`src/rtl/word_serializer.sv`:
```
// Parallel-in, serial-out word serializer: one signed word per frame, shifted
// out MSB-first under valid/ready back-pressure, with a frame_done pulse.
module word_serializer #(
  parameter int BUS_WIDTH = 8
) (
  input  logic                        clk,
  input  logic                        rst_n,
  input  logic                        load_valid,
  output logic                        load_ready,
  input  logic signed [BUS_WIDTH-1:0] load_data,
  output logic                        ser_out,
  output logic                        ser_valid,
  input  logic                        ser_ready,
  output logic                        frame_start,
  output logic                        frame_done,
  output logic                        busy
);
  localparam int CW = $clog2(BUS_WIDTH);
  localparam logic [CW-1:0] CNT_MAX = CW'(BUS_WIDTH - 1);

  typedef enum logic {IDLE, SHIFT} state_t;

  state_t               state_q, state_d;
  logic [BUS_WIDTH-1:0] shreg_q, shreg_d;
  logic [CW-1:0]        cnt_q, cnt_d;
  logic                 done_q, done_d;
  logic                 beat;

  always_ff @(posedge clk or negedge rst_n) begin
    if (!rst_n) begin
      state_q <= IDLE;
      shreg_q <= '0;
      cnt_q   <= '0;
      done_q  <= 1'b0;
    end else begin
      state_q <= state_d;
      shreg_q <= shreg_d;
      cnt_q   <= cnt_d;
      done_q  <= done_d;
    end
  end

  assign beat = (state_q == SHIFT) && ser_ready;

  always_comb begin
    state_d = state_q;
    shreg_d = shreg_q;
    cnt_d   = cnt_q;
    done_d  = 1'b0;
    case (state_q)
      IDLE: begin
        if (load_valid) begin
          shreg_d = load_data;
          cnt_d   = CNT_MAX;
          state_d = SHIFT;
        end
      end
      SHIFT: begin
        // load_valid is deliberately ignored here; the word in flight owns shreg
        if (beat) begin
          if (cnt_q == '0) begin
            state_d = IDLE;
            done_d  = 1'b1;
          end else begin
            shreg_d = {shreg_q[BUS_WIDTH-2:0], 1'b0};
            cnt_d   = cnt_q - 1'b1;
          end
        end
      end
      default: state_d = IDLE;
    endcase
  end

  assign load_ready  = (state_q == IDLE);
  assign ser_valid   = (state_q == SHIFT);
  assign busy        = (state_q == SHIFT);
  assign ser_out     = (state_q == SHIFT) ? shreg_q[BUS_WIDTH-1] : 1'b0;
  assign frame_start = (state_q == SHIFT) && (cnt_q == CNT_MAX);
  assign frame_done  = done_q;
endmodule

```
`config.mk`:
```
export PLATFORM = sky130hd
export DESIGN_NAME = word_serializer
export DESIGN_NICKNAME = d
export VERILOG_FILES = /design/src/rtl/word_serializer.sv
export SDC_FILE = /design/constraint.sdc
export NUM_CORES = 1
export LEC_CHECK = 0
export CAP_MARGIN = 20
export CORE_UTILIZATION = 50
export DETAILED_ROUTE_END_ITERATION = 8
export GPL_TIMING_DRIVEN = 0
export PLACE_DENSITY = 0.81
export SLEW_MARGIN = 10
export SYNTH_ARGS = -nofsm -noshare
export SYNTH_HDL_FRONTEND = slang
export SYNTH_SLANG_ARGS = --single-unit
```
`constraint.sdc`:
```
create_clock -name clk -period 4.65 [get_ports clk]
set_input_delay 0.465 -clock clk [delete_from_list [all_inputs] [get_ports clk]]
set_output_delay 0.465 -clock clk [all_outputs]
set_load 0.02 [all_outputs]
```
==> flow_metrics.tcl <==
set metrics [dict create \
    placed_cells 88 \
    synth-main-ff-cell "dfrtp_1" \
    grt_usage_pct 19.0 \
    hold-path-cell-count 1 \
    finalClockSkew_ps 3.83 \
    pre_cts_ws_ps 2750 \
    reg2reg_depth 5 \
    top_layer "met3" \
    met2_length_um 612 \
    synth_common_cells "13 x dfrtp_1, 11 x mux2_2, 5 x mux2_4, 5 x nand2_1, 4 x inv_1" \
    maxCapViolations 0 \
    antenna_found_initial 0 \
    synth_top_area_share_pct 45.3 \
    fin_util_pct 70.9 \
    critPathArrivalTime_ps 1710 \
    setup_slack_ps 2480 \
    portBuffers 17 \
    nNetsFinal 93 \
    initial_core_util_pct 54.5 \
    ios 18 \
    grt_pass1_vias 479 \
    tritoncts "done" \
    yosysMostFrequentCell "dfrtp_1" \
    post-route-period-util_pct 46.7 \
    reg2reg_from "cnt_q[0]" \
    synth-edff-count 0 \
    required_ps 4180 \
    worst_pin_slew_ps 570 \
    dieHeight_um 39.9 \
    fp.dieW_um 39.9 \
    numCtsBuffers 3 \
    synthTopCellsByArea "dfrtp_1 45%, mux2_2 17%, mux2_4 10%" \
    min_period_ps 2170 \
    fillers 107 \
    power_leakage_nw 0.451 \
    drt_first_iter_violations 3 \
    critPathCaptureType "output port" \
    seq_area_frac_synth_pct 45.3 \
    cts_resized 0 \
    drive_gt1_share_pct 33.8 \
    async_flop_share_pct 100 \
    met3WireLength_um 46 \
    drtAntennaViolNets 0 \
    status "finished, final reports clean" \
    cts_num_sinks 13 \
    grt_overflow 0 \
    h-tree-depth 1 \
    die_area_um2 1590 \
    via_count 471 \
    gp_congestion 0.718 \
    grt_setup_unrepaired "false" \
    routedWlPerCell_um 12.7 \
    fmax_mhz 461 \
    min-delay-start "shreg_q[3]" \
    coreArea_um2 1320 \
    fin_tns_setup_ps 0 \
    synth.distinct_cells 18 \
    ys_seq_elements 13 \
    yosysTopAreaCell "dfrtp_1" \
    final-setup-viol-count 0 \
    reg2reg_to "shreg_q[6]" \
    ir_drop_uv 282 \
    maxSlewHeadroom_pct 61.9 \
    yosys_warnings 0 \
    r2r_setup_slack_ps 2960 \
    grt_max_degree 14 \
    clockRootBuffer "clkbuf_4" \
    post-layout-total-power_mw 0.551 \
    hold_buffers 0 \
    stdcell_count 92 \
    worstSkewPairLatency_ps 270 \
    grt_pass1_wl_mm 1.93 \
    wl_mm 1.17 \
    drt-vias-per-instance 5.12 \
    n_antenna_cell 0 \
    clockBufferDepth 2 \
    hold_end "shreg_q[3]" \
    syn2layout_area_growth_pct 30.1 \
    rows 13 \
    power.density_nw_per_um2 590 \
    syn_nets 71 \
    critPathKind "flip-flop to output port" \
    drc_errors 0 \
    path_max_fanout 10 \
    dr.pass1.iters 2 \
    syn_area_um2 718 \
    hpwl_um 917 \
    synth_cells 56 \
    crit_start "busy" \
    syn_area_per_cell_um2 12.8 \
    clk_transition_reported_paths_ps 80 \
    drt-met1-wl_um 509 \
    post_cts_buffers 0 \
    slew_viol_final 0 \
    timing.final.hold_violations 0 \
    hold_path_class "flip-flop to flip-flop" \
    start_kind "flip-flop" \
]
-- where the power goes --
group	leakage [nW]	switching (mW)	internal (mW)
clock network	0.0177	0.0353	0.0318
registers	0.164	0.0318	0.161
logic	0.270	0.117	0.174
-- worst max-delay path: stages (launching register included) --
cell	delay, ps
dfrtp_1	380
buf_6	140
buf_6	150
and3_2	170
clkdlybuf4s50_1	590
-- worst max-delay path by stage --
stage | endpoint
floorplan | cnt_q[0]
detailed placement | shreg_q[6]
CTS | frame_start
global route | frame_start
finish | frame_start
global placement | shreg_q[2]
-- sequential cells by signal (all words and copies together), names as in the netlist --
| signal | count |
|---|---|
| shreg_q | 8 |
| busy | 1 |
| frame_done | 1 |
| cnt_q | 3 |
-- cells by family after synthesis --
logic type,after synthesis,share of synthesized area (%)
multiplexers,16,27.7
flip-flops,13,45.3
AO/OA/AOI/OAI,4,6.97
buffers and inverters,7,6.27
adder cells (fa/ha/maj),3,5.23
AND/OR/NAND/NOR,13,8.54
-- metal layers --
metal	GRT usage [%]	vias to the layer above
li1	-	232
met4	4.31	0
met3	10.8	0
met5	0	-
met1	20.9	230
met2	31.5	9
-- metrics by stage --
stage / area, um2 / hold WS (ps)
4_1_cts: 935 / 511
2_1_floorplan: 718 / 169
3_3_place_gp: 907 / 490
5_1_grt: 935 / 538
6_report: 935 / 509
3_5_place_dp: 907 / 490
-- final cells by class --
cell class	count	area [um2]	share of cell area (%)
buffer	3	30.0	3.21
clock buffer	3	22.5	2.41
clock inverter	1	5.00	0.535
inverter	4	15.0	1.61
multi-input combinational	36	348	37.2
sequential	13	325	34.8
tap	15	18.8	2.01
timing repair buffer	17	170	18.2
-- layout by cell type (no fill, tap or decap), drive strengths merged --
master	n
and2	1
o21ai	1
nand2	5
o2bb2ai	1
nor2	3
nor3	1
a2bb2oi	1
dfrtp	13
and3	1
mux2	16
nor2b	1
buf	3
clkbuf	3
inv	4
ha	3
o41ai	1
nand3	1
clkinv	1
clkdlybuf4s50	17
Note: power is estimated with default switching activity, not from simulation.
